[src/rtl/btb_update_ctrl.sv]
// btb_update_ctrl
//   Resolves conditional branches at EX against the g/z/l flags, compares the
//   outcome with the fetch-time prediction and issues a registered redirect
//   plus a multi-cycle IF/ID flush on a mispredict. It also owns the single
//   BTB write port. A whole-table invalidate sweep has priority over draining
//   a small FIFO of pending BTB updates produced by mispredicts.
//
//   Optional feature macro: BTB_STATS_EN
//     defined   : br_cnt / mp_cnt count resolved branches / mispredicts (wrap)
//     undefined : br_cnt / mp_cnt are tied to 0, no counter registers exist
//
// Ports
//   clk, rst                 clock (rising edge), async active-low reset
//   ex_valid, ex_pc,
//   ex_opcode, ex_cond,
//   ex_target                EX-stage instruction and computed branch target
//   ex_pred_taken,
//   ex_pred_target           prediction carried down from fetch
//   gflag, zflag, lflag      condition flags
//   inv_req / inv_ack        invalidate request (level) / completion pulse
//   redirect_valid/_pc       one-cycle fetch redirect
//   flush                    squash IF/ID (FLUSH_CYCLES cycles per mispredict)
//   stall                    hold fetch while the sweep runs
//   btb_wr_*                 BTB write port
//   drop_cnt                 saturating count of updates lost to a full FIFO
//   br_cnt, mp_cnt           optional statistics counters
module btb_update_ctrl #(
  parameter int         IDX_W        = 4,
  parameter int         QDEPTH       = 2,
  parameter int         FLUSH_CYCLES = 2,
  parameter logic [3:0] BR_OPCODE    = 4'b1001
) (
  input  logic             clk,
  input  logic             rst,
  input  logic             ex_valid,
  input  logic [15:0]      ex_pc,
  input  logic [3:0]       ex_opcode,
  input  logic [1:0]       ex_cond,
  input  logic [15:0]      ex_target,
  input  logic             ex_pred_taken,
  input  logic [15:0]      ex_pred_target,
  input  logic             gflag,
  input  logic             zflag,
  input  logic             lflag,
  input  logic             inv_req,
  output logic             inv_ack,
  output logic             redirect_valid,
  output logic [15:0]      redirect_pc,
  output logic             flush,
  output logic             stall,
  output logic             btb_wr_en,
  output logic [IDX_W-1:0] btb_wr_index,
  output logic [15:0]      btb_wr_tag,
  output logic [15:0]      btb_wr_target,
  output logic             btb_wr_valid,
  output logic [7:0]       drop_cnt,
  output logic [15:0]      br_cnt,
  output logic [15:0]      mp_cnt
);

  localparam int PTR_W = $clog2(QDEPTH);
  localparam int FC_W  = $clog2(FLUSH_CYCLES + 1);
  localparam logic [IDX_W-1:0] SWEEP_LAST = {IDX_W{1'b1}};

  typedef enum logic [1:0] {
    S_IDLE  = 2'd0,
    S_SWEEP = 2'd1,
    S_ACK   = 2'd2
  } state_t;

  typedef struct packed {
    logic [15:0] tag;
    logic [15:0] target;
    logic        valid;
  } upd_t;

  function automatic logic [7:0] sat_inc8(input logic [7:0] v);
    return (v == 8'hFF) ? v : v + 8'd1;
  endfunction

  // ---- stage p0: branch resolution (combinational at EX) ----
  logic vld_p0;
  logic taken_p0;
  logic mispredict_p0;
  upd_t enq_entry_p0;

  always_comb begin
    unique case (ex_cond)
      2'b00:   taken_p0 = zflag;
      2'b01:   taken_p0 = gflag;
      2'b10:   taken_p0 = lflag;
      default: taken_p0 = 1'b1;
    endcase
  end

  // ex_valid is ignored while the front end is being squashed.
  assign vld_p0        = ex_valid && (ex_opcode == BR_OPCODE) && !flush;
  assign mispredict_p0 = vld_p0 &&
                         ((taken_p0 != ex_pred_taken) ||
                          (taken_p0 && ex_pred_taken && (ex_target != ex_pred_target)));

  // Every mispredict needs a BTB fix-up: taken installs the target, a false
  // taken prediction clears the entry.
  always_comb begin
    enq_entry_p0.tag    = ex_pc;
    enq_entry_p0.target = taken_p0 ? ex_target : 16'h0000;
    enq_entry_p0.valid  = taken_p0;
  end

  // ---- stage p1: registered redirect / flush ----
  logic            vld_p1;
  logic [15:0]     redirect_pc_p1;
  logic [FC_W-1:0] flush_cnt_p1;

  always_ff @(posedge clk or negedge rst) begin
    if (!rst) begin
      vld_p1         <= 1'b0;
      redirect_pc_p1 <= 16'h0000;
      flush_cnt_p1   <= '0;
    end else begin
      vld_p1 <= mispredict_p0;
      if (mispredict_p0) begin
        redirect_pc_p1 <= taken_p0 ? ex_target : ex_pc + 16'd1;
        flush_cnt_p1   <= FC_W'(FLUSH_CYCLES);
      end else if (flush_cnt_p1 != '0) begin
        flush_cnt_p1 <= flush_cnt_p1 - FC_W'(1);
      end
    end
  end

  assign redirect_valid = vld_p1;
  assign redirect_pc    = redirect_pc_p1;
  assign flush          = (flush_cnt_p1 != '0);

  // ---- pending-update FIFO ----
  upd_t             q_mem [QDEPTH];
  logic [PTR_W-1:0] wr_ptr;
  logic [PTR_W-1:0] rd_ptr;
  logic [PTR_W:0]   q_count;
  logic             q_full;
  logic             q_empty;
  logic             pop;
  logic             push;
  logic             drop;
  upd_t             head;

  assign q_full  = (q_count == (PTR_W+1)'(QDEPTH));
  assign q_empty = (q_count == '0);
  assign head    = q_mem[rd_ptr];
  // A pop in the same cycle frees the slot, so a full queue can still accept.
  assign push    = mispredict_p0 && (!q_full || pop);
  assign drop    = mispredict_p0 && q_full && !pop;

  always_ff @(posedge clk) begin
    if (push) q_mem[wr_ptr] <= enq_entry_p0;
  end

  always_ff @(posedge clk or negedge rst) begin
    if (!rst) begin
      wr_ptr   <= '0;
      rd_ptr   <= '0;
      q_count  <= '0;
      drop_cnt <= 8'h00;
    end else begin
      if (push) wr_ptr <= wr_ptr + PTR_W'(1);
      if (pop)  rd_ptr <= rd_ptr + PTR_W'(1);
      unique case ({push, pop})
        2'b10:   q_count <= q_count + (PTR_W+1)'(1);
        2'b01:   q_count <= q_count - (PTR_W+1)'(1);
        default: q_count <= q_count;
      endcase
      if (drop) drop_cnt <= sat_inc8(drop_cnt);
    end
  end

  // ---- write-port scheduler ----
  state_t           state_q;
  state_t           state_d;
  logic [IDX_W-1:0] sweep_idx;
  logic             sweep_start;
  logic             inv_armed;

  always_ff @(posedge clk or negedge rst) begin
    if (!rst) begin
      state_q   <= S_IDLE;
      sweep_idx <= '0;
      inv_armed <= 1'b1;
    end else begin
      state_q <= state_d;
      if (sweep_start)             sweep_idx <= '0;
      else if (state_q == S_SWEEP) sweep_idx <= sweep_idx + IDX_W'(1);
      // A held inv_req must be seen low once before it can start a new sweep.
      if (!inv_req)         inv_armed <= 1'b1;
      else if (sweep_start) inv_armed <= 1'b0;
    end
  end

  always_comb begin
    state_d       = state_q;
    sweep_start   = 1'b0;
    pop           = 1'b0;
    inv_ack       = 1'b0;
    stall         = 1'b0;
    btb_wr_en     = 1'b0;
    btb_wr_index  = '0;
    btb_wr_tag    = 16'h0000;
    btb_wr_target = 16'h0000;
    btb_wr_valid  = 1'b0;
    unique case (state_q)
      S_IDLE: begin
        if (inv_req && inv_armed) begin
          state_d     = S_SWEEP;
          sweep_start = 1'b1;
        end else if (!q_empty) begin
          pop           = 1'b1;
          btb_wr_en     = 1'b1;
          btb_wr_index  = head.tag[IDX_W-1:0];
          btb_wr_tag    = head.tag;
          btb_wr_target = head.target;
          btb_wr_valid  = head.valid;
        end
      end
      S_SWEEP: begin
        stall        = 1'b1;
        btb_wr_en    = 1'b1;
        btb_wr_index = sweep_idx;
        if (sweep_idx == SWEEP_LAST) state_d = S_ACK;
      end
      S_ACK: begin
        inv_ack = 1'b1;
        state_d = S_IDLE;
      end
      default: state_d = S_IDLE;
    endcase
  end

  // ---- optional statistics ----
`ifdef BTB_STATS_EN
  logic [15:0] br_cnt_q;
  logic [15:0] mp_cnt_q;

  always_ff @(posedge clk or negedge rst) begin
    if (!rst) begin
      br_cnt_q <= 16'h0000;
      mp_cnt_q <= 16'h0000;
    end else begin
      if (vld_p0)        br_cnt_q <= br_cnt_q + 16'd1;
      if (mispredict_p0) mp_cnt_q <= mp_cnt_q + 16'd1;
    end
  end

  assign br_cnt = br_cnt_q;
  assign mp_cnt = mp_cnt_q;
`else
  assign br_cnt = 16'h0000;
  assign mp_cnt = 16'h0000;
`endif

endmodule

[config.mk]
export PLATFORM = sky130hd
export DESIGN_NAME = btb_update_ctrl
export DESIGN_NICKNAME = d
export VERILOG_FILES = /design/src/rtl/btb_update_ctrl.sv
export SDC_FILE = /design/constraint.sdc
export NUM_CORES = 1
export LEC_CHECK = 0
export CORE_MARGIN = 2
export CORE_UTILIZATION = 30
export CTS_CLUSTER_SIZE = 14
export DETAILED_ROUTE_END_ITERATION = 8
export GPL_TIMING_DRIVEN = 0
export HOLD_SLACK_MARGIN = 0.02
export SLEW_MARGIN = 20
export SYNTH_ARGS = -nofsm -noshare
export SYNTH_HDL_FRONTEND = slang
export SYNTH_SLANG_ARGS = --single-unit
export TNS_END_PERCENT = 1
[constraint.sdc]
create_clock -name clk -period 9.2 [get_ports clk]
set_input_delay 1.38 -clock clk [delete_from_list [all_inputs] [get_ports clk]]
set_output_delay 1.38 -clock clk [all_outputs]
set_load 0.02 [all_outputs]
Word level (Yosys, flattened, before mapping)
Memory sizes are Yosys's and may differ from the RTL's.
Cells that the tools add are included.
- register bits after elaboration: 38
- RAM bits: 66
- bits of input ports: 62
- logic and storage cells: 93
- memories: 1
- $add $sub $neg: 8
- eq/ne operators: 15
- muxes and demuxes: 35
- bitwise gates (word level): 1
- reductions and logical operators: 23
- memory list (name ; depth ; bits a word ; rd ports ; clocked after memory_dff ; wr ports ; RTL line ; text):
    q_mem ; 2 ; 33 ; 1 ; 0 ; 1 ; 136 ; upd_t q_mem [QDEPTH];
- operators with widths (operator ; number):
    16-bit 2-to-1 mux ; 8
    16-bit by 1-bit adder with 16-bit output (second input constant) ; 1
    4-bit 2-to-1 mux ; 4
    16-bit != test ; 1
    1-bit 2-to-1 mux ; 14
    1-bit logical AND ; 9
    8-bit by 1-bit adder with 8-bit output (second input constant) ; 1
    2-bit == test (second input constant) ; 4
    4-bit == test (second input constant) ; 2
    8-bit == test (second input constant) ; 1
    2-bit 2-to-1 mux ; 4
    2-bit case mux with 2 select lines ; 2
    4-bit case mux with 2 select lines ; 1
    2-bit nonzero test ; 4
    2-bit by 1-bit == test with 1-bit output (second input constant) ; 3
    2-bit zero test ; 3
    4-bit by 1-bit adder with 4-bit output (second input constant) ; 1
    2-bit by 1-bit != test with 1-bit output (second input constant) ; 2
    2-bit AND reduction ; 2
    2-bit by 1-bit subtractor with 2-bit output (second input constant) ; 2
    1-bit zero test ; 3
    1-bit case mux with 3 select lines ; 1
    1-bit adder (second input constant) ; 2
    2-bit by 1-bit adder with 2-bit output (second input constant) ; 1
    5 further kinds ; 6

Logic depth before layout (Yosys ltp)
Gate-level depths: netlist of run 1.
- depth after elaboration: 9
- gate-level depth with buffers: 12
- depth with buffers taken out: 8

Worst setup path after synthesis of run 1
No wires, ideal clock.
- path type: input to register
- start: input zflag
- end: memory q_mem[0][0] (netlist bit), enable pin
- setup time: 427 ps
- arrival: 4402 ps
- data required time: 8773 ps
- slack: 4371 ps
- stages: 10
- buffers on the path: 2
- path through: nor2b_1 -> a211oi_1 -> a21oi_1 -> clkbuf_1 -> buf_2 -> ha_1 -> nand2_1 -> o21ai_2 -> and2_1 -> nor2b_1
- RTL lines (what ; RTL line ; text):
    start: declaration ; 43 ; input logic zflag,
    end: declaration ; 136 ;

Final worst setup path of run 1
- start: input inv_req
- end: output btb_wr_tag[4]
- word-level cells in the longest chain between the ends: 3
- ends and longest elaborated chain (what ; RTL line ; text):
    start: declaration ; 45 ; input logic inv_req,
    1-bit logical AND ; 211 ; if (inv_req && inv_armed) begin
    16-bit 2-to-1 mux ; 211 ;
    16-bit 2-to-1 mux ; 209 ; unique case (state_q)
    end: declaration ; 53 ; output logic [15:0] btb_wr_tag,
No other way between the ends.

==> results of run 1 <==
==> layer usage <==
metal | global-route usage (%) | routed length, um | share of wire [%] | up-vias
li1 | - | - | - | 1753
met1 | 17.9 | 5500 | 44 | 1726
met2 | 23.7 | 5980 | 48 | 135
met3 | 4.31 | 918 | 7.3 | 11
met4 | 4.04 | 158 | 1.3 | 0
met5 | 0 | 0 | 0 | -
==> per-stage QoR <==
| stage | util (%) | instance area, um^2 | hold slack (ns) | cells | setup slack [ns] |
|---|---|---|---|---|---|
| 2_1_floorplan | - | 5220 | 0.451 | 452 | 4.37 |
| 3_3_place_gp | 40.8 | 6770 | 0.460 | 799 | 2.41 |
| 3_5_place_dp | 41.2 | 6840 | 0.478 | 802 | 4.18 |
| 4_1_cts | 43.1 | 7140 | 0.489 | 818 | 4.23 |
| 5_1_grt | 43.1 | 7140 | 0.505 | 818 | 4.08 |
| 6_report | 43.1 | 7140 | 0.484 | 818 | 4.26 |
==> worst max-delay path: cells and delay by family <==
| family | cells | cell delay (ns) |
|---|---|---|
| simple gates | 2 | 0.21 |
| compound gates | 1 | 0.39 |
| buf+inv | 3 | 1.57 |
==> cell families after synthesis <==
| group | after synthesis | synth area share [%] |
|---|---|---|
| flip-flops | 104 | 57.5 |
| adder cells (fa/ha/maj) | 5 | 1.23 |
| buffers and inverters | 54 | 6.47 |
| XOR/XNOR | 40 | 6.87 |
| other | 1 | 0.0735 |
| multiplexers | 50 | 10.1 |
| AO/OA/AOI/OAI | 33 | 4.22 |
| AND/OR/NAND/NOR | 134 | 13.5 |
==> registers in the layout (all words and copies together) (netlist names) <==
name            cells
state_q             2
inv_armed           1
flush_cnt_p1        2
rd_ptr              1
redirect_valid      1
q_mem              66
wr_ptr              1
q_count             2
redirect_pc        16
drop_cnt            8
sweep_idx           4
==> power by group <==
part | total, mW | internal, mW | switching (mW)
Combinational | 0.548 | 0.258 | 0.290
Sequential | 0.597 | 0.556 | 0.0414
Clock | 0.390 | 0.219 | 0.171
==> area by class of cell <==
class | instances | area, um^2 | area share (%)
Sequential cell | 104 | 2930 | 41.1
Multi-Input combinational cell | 294 | 1960 | 27.5
Timing Repair Buffer | 130 | 1330 | 18.7
Buffer | 45 | 297 | 4.15
Tap cell | 220 | 275 | 3.85
Clock buffer | 10 | 239 | 3.35
Clock inverter | 6 | 67.6 | 0.946
Inverter | 9 | 33.8 | 0.473
==> worst max-delay path by stage <==
stage                          to        from  cells after the start  slack (ns)
global placement     q_mem[0][13]       zflag                     11        2.41
CTS                 btb_wr_tag[4]     inv_req                      6        4.23
finish              btb_wr_tag[4]     inv_req                      6        4.26
detailed placement   q_mem[1][13]  ex_cond[1]                     12        4.18
global route        btb_wr_tag[4]     inv_req                      6        4.08
floorplan             q_mem[0][0]       zflag                     10        4.37
==> synth_stat cells (all sizes together) (2+ instances only) <==
cell / number
ha: 5
mux2i: 38
mux2: 12
nor2b: 3
nand4: 10
clkbuf: 6
o21ai: 12
nor3: 2
o21bai: 11
xor2: 11
or4: 2
nand3: 15
a21oi: 6
inv: 9
xnor2: 29
buf: 39
dfrtp: 37
and2: 18
nor2: 49
nand2: 18
edfxtp: 66
nand4b: 3
and3: 7
==> impl_metrics.py, run 1 <==
metrics = {
    "critical_path": {
        "r2r_start": "flush_cnt_p1[0]",
        "r2r_slack_ns": 6.34,
        "reg2reg_depth": 9,
        "crit_path_frequent_cell": "clkdlybuf4s50_1",
        "slowest_stage": "clkdlybuf4s50_1",
        "crit_type": "in2out",
        "r2r_end": "q_mem[1][27]",
        "worstPathCellList": "clkdlybuf4s50_1, nand2_1, o211ai_1, clkbuf_1, nor2_1, clkdlybuf4s50_1",
        "cp_slowest_stage_delay_ns": 0.60,
        "required_ns": 7.82,
        "crit_fanout": 10,
        "crit_arrival_ns": 3.56,
        "endpoint_kind": "primary output",
        "crit_path_start_kind": "primary input",
    },
    "synthesis": {
        "async_reset_ff_share_pct": 36.5,
        "ys_ff_latch": 104,
        "netlist_area_um2": 5100,
        "syn_inst": 421,
        "yosys.area.top_type": "edfxtp_1",
        "synth_top_cell_area_share_pct": 38.8,
        "synthTopCellsByArea": "edfxtp_1, dfrtp_1, mux2i_1",
        "synth_edf_count": 66,
        "synth_warnings": 0,
        "dominantRegCellSynth": "edfxtp_1",
        "yosysUniqueCellTypes": 44,
        "seq_area_frac_synth_pct": 57.5,
        "syn_avg_cell_area_um2": 12.1,
    },
    "place": {
        "hpwl_mm": 9.70,
        "portBuffers": 127,
        "gp_congestion": 0.806,
    },
    "global_routing": {
        "grt_use_total_pct": 14.2,
        "antenna_found_initial": 0,
        "grt_pass1_vias": 3694,
        "grt_pass1_wl_mm": 19.6,
        "grt_overflow": 0,
        "grt_max_degree": 24,
    },
    "floorplan": {
        "die_x_um": 134,
        "die_area_um2": 18100,
        "die_h_um": 134,
        "ioPinCount": 160,
        "initial_utilization_pct": 30.8,
        "core-area_um2": 16600,
        "num_rows": 47,
    },
    "timing": {
        "slew_headroom_pct": 43.4,
        "report.final.slew_viol_count": 0,
        "setup_viol": 0,
        "hold_viol": 0,
        "rsz0062_at_grt": "no",
        "tns_ns": 0,
        "fmax_ghz": 0.203,
        "period_share_pct": 53.6,
        "fin_skew_ns": 0.00783,
        "period_needed_ns": 4.94,
        "worstMarginPinSlew_ns": 0.845,
    },
    "status": {
        "status": "finished clean",
    },
    "clock_network": {
        "holdBufCountCts": 0,
        "htreeDepth": 3,
        "cts_tree": "done",
        "cts_buffer_depth": 2,
        "clk_pin_slew_ns": 0.07,
        "clock_latency_ns": 0.34,
        "clock_sinks": 104,
        "post_cts_buffers": 0,
        "cts_buffers": 9,
        "postCtsResizedCells": 0,
        "root_buffer": "clkbuf_16",
    },
    "layout": {
        "n_fill_cell": 1580,
        "area_growth_pct": 40.0,
        "layout_commonest_cell": "clkdlybuf4s50_1",
        "layout.nets": 660,
        "final_cell_mix": "clkdlybuf4s50_1, edfxtp_1, nor2_1, mux2i_1, dfrtp_1",
        "layout-drive-gt1-share_pct": 11.2,
        "n_antenna_cell": 0,
    },
    "routing": {
        "via_per_inst": 4.43,
        "firstDrtPassIters": 4,
        "drtIter0Drc": 181,
        "wl_per_cell_um": 15.4,
        "route.detailed.drc": 0,
        "drt-total-wl_mm": 12.6,
        "vias": 3625,
        "antenna_left": 0,
    },
    "min_path": {
        "hold_depth": 1,
        "hold_start": "flush_cnt_p1[0]",
        "hold_end": "flush_cnt_p1[0]",
        "holdCritPathClass": "reg2reg",
    },
    "power": {
        "totalPowerFinal_mw": 1.54,
        "leakagePower_nw": 2.84,
        "vdd.ir_drop.worst_v": 0.000127,
        "power_density_nw_per_um2": 215,
    },
    "job": {
        "cap_violations": 0,
    },
}
(Power assumes the default switching activity.)
==> run 2, diff against run 1 <==
clock period = 4 ns   (was 9.2 ns; I/O delays follow)
==> impl_metrics.py, run 2 (synthesized netlist as in run 1, its figures left out) <==
metrics = {
    "clock_network": {
        "postCtsResizedCells": 0,
        "htreeDepth": 3,
        "holdBufCountCts": 0,
        "clock_latency_ns": 0.34,
        "root_buffer": "clkbuf_16",
        "cts_tree": "done",
        "cts_buffers": 9,
        "clock_sinks": 104,
        "cts_buffer_depth": 2,
        "clk_pin_slew_ns": 0.07,
        "post_cts_buffers": 0,
    },
    "routing": {
        "route.detailed.drc": 0,
        "vias": 3574,
        "firstDrtPassIters": 4,
        "drtIter0Drc": 176,
        "via_per_inst": 4.37,
        "wl_per_cell_um": 15.1,
        "antenna_left": 0,
        "drt-total-wl_mm": 12.4,
    },
    "floorplan": {
        "die_x_um": 134,
        "die_h_um": 134,
        "initial_utilization_pct": 30.8,
        "core-area_um2": 16600,
        "num_rows": 47,
        "ioPinCount": 160,
        "die_area_um2": 18100,
    },
    "critical_path": {
        "slowest_stage": "clkdlybuf4s50_1",
        "crit_path_frequent_cell": "buf_2",
        "crit_fanout": 24,
        "worstPathCellList": "clkdlybuf4s50_1, nor2b_1, a211oi_1, a21oi_1, clkbuf_1, buf_2, ha_1, nand2_1, o21ai_4, buf_2, and3_2, buf_12",
        "crit_path_start_kind": "primary input",
        "required_ns": 4.04,
        "crit_arrival_ns": 3.75,
        "endpoint_kind": "flip-flop",
        "cp_slowest_stage_delay_ns": 0.44,
        "path_delay_family": "buffers and inverters",
        "timing.critical_path.buf_inv": 5,
        "crit_type": "in2reg",
    },
    "timing": {
        "report.final.slew_viol_count": 0,
        "period_share_pct": 92.8,
        "period_needed_ns": 3.71,
        "fin_skew_ns": 0.00720,
        "slew_headroom_pct": 44.4,
        "setup_viol": 0,
        "worstMarginPinSlew_ns": 0.826,
        "hold_viol": 0,
        "fmax_ghz": 0.269,
        "rsz0062_at_grt": "no",
        "tns_ns": 0,
    },
    "layout": {
        "final_util_pct": 43.1,
        "layout-drive-gt1-share_pct": 11.2,
        "area_growth_pct": 39.9,
        "layout.nets": 660,
        "seqCellArea_um2": 2930,
        "top_register": "q_mem",
        "n_fill_cell": 1542,
        "n_antenna_cell": 0,
        "final_cell_mix": "clkdlybuf4s50_1, edfxtp_1, nor2_1, mux2i_1, dfrtp_1",
        "fin_cells": 818,
        "largest_register_ffs": 66,
        "multi_input_area_um2": 1970,
        "layout_commonest_cell": "clkdlybuf4s50_1",
    },
    "power": {
        "leakagePower_nw": 2.84,
        "vdd.ir_drop.worst_v": 0.000256,
        "power_density_nw_per_um2": 491,
    },
    "global_routing": {
        "grt_use_total_pct": 14.0,
        "grt_pass1_wl_mm": 19.2,
        "grt_pass1_vias": 3522,
        "grt_overflow": 0,
        "antenna_found_initial": 0,
        "grt_max_degree": 25,
    },
    "min_path": {
        "holdCritPathClass": "in2async",
    },
    "place": {
        "portBuffers": 127,
        "hpwl_mm": 9.54,
        "gp_congestion": 0.824,
        "place_inst": 802,
    },
    "status": {
        "status": "finished clean",
    },
    "job": {
        "cap_violations": 0,
    },
}
[run 2: final cells by class]
type	count	area share (%)
multi-input cells	294	27.6
clock inverters	7	0.981
clock buffers	9	3.15
well taps	220	3.86
inverters	9	0.473
repair buffers	130	18.7
flip-flops and latches	104	41.1
plain buffers	45	4.15
[run 2: through the flow]
| step | setup WS, ns | instance area (um^2) | hold slack (ns) | total power, mW |
|---|---|---|---|---|
| after floorplan | 0.574 | 5220 | 0.304 | 2.11 |
| after global placement | -1.03 | 6770 | 0.461 | 2.63 |
| after detailed placement | -0.244 | 6840 | 0.473 | 2.67 |
| after CTS | 0.119 | 7130 | 0.258 | 3.55 |
| after global routing | 0.0184 | 7140 | 0.278 | 3.71 |
| final | 0.289 | 7140 | 0.254 | 3.50 |
[run 2: routing by layer]
| layer | global-route usage, % | up-vias | routed length (um) |
|---|---|---|---|
| met5 | 0 | - | 0 |
| met4 | 4.04 | 0 | 131 |
| met3 | 4.46 | 10 | 1130 |
| met2 | 22.8 | 139 | 5800 |
| met1 | 17.9 | 1666 | 5330 |
| li1 | - | 1759 | - |
[run 2: report_power, final]
group | internal, mW | switching, mW | total, mW
Combinational | 0.594 | 0.667 | 1.26
Clock | 0.485 | 0.382 | 0.867
Sequential | 1.28 | 0.0958 | 1.37
[run 2: final timing paths]
check                                start               to  slack [ns]  depth (start not counted)
max in group asynchronous              rst           rd_ptr        3.24                          2
hold reg to reg            flush_cnt_p1[0]  flush_cnt_p1[0]        0.48                          1
setup reg to reg           flush_cnt_p1[0]     q_mem[1][26]        1.22                          9
setup / recovery                ex_cond[1]     q_mem[1][26]        0.29                         12
hold / removal                         rst  flush_cnt_p1[1]        0.25                          1
min in group clk           flush_cnt_p1[0]  flush_cnt_p1[0]        0.48                          1
[run 2: worst register-to-register path, delay by kind of cell, from the launching register on]
family                     cells  cell delay, ns
and+or+nand+nor                4            0.96
buffers and inverters          3            0.64
DFF                            1            0.39
AOI/OAI and AO/OA              1            0.30
adders and majority gates      1            0.18
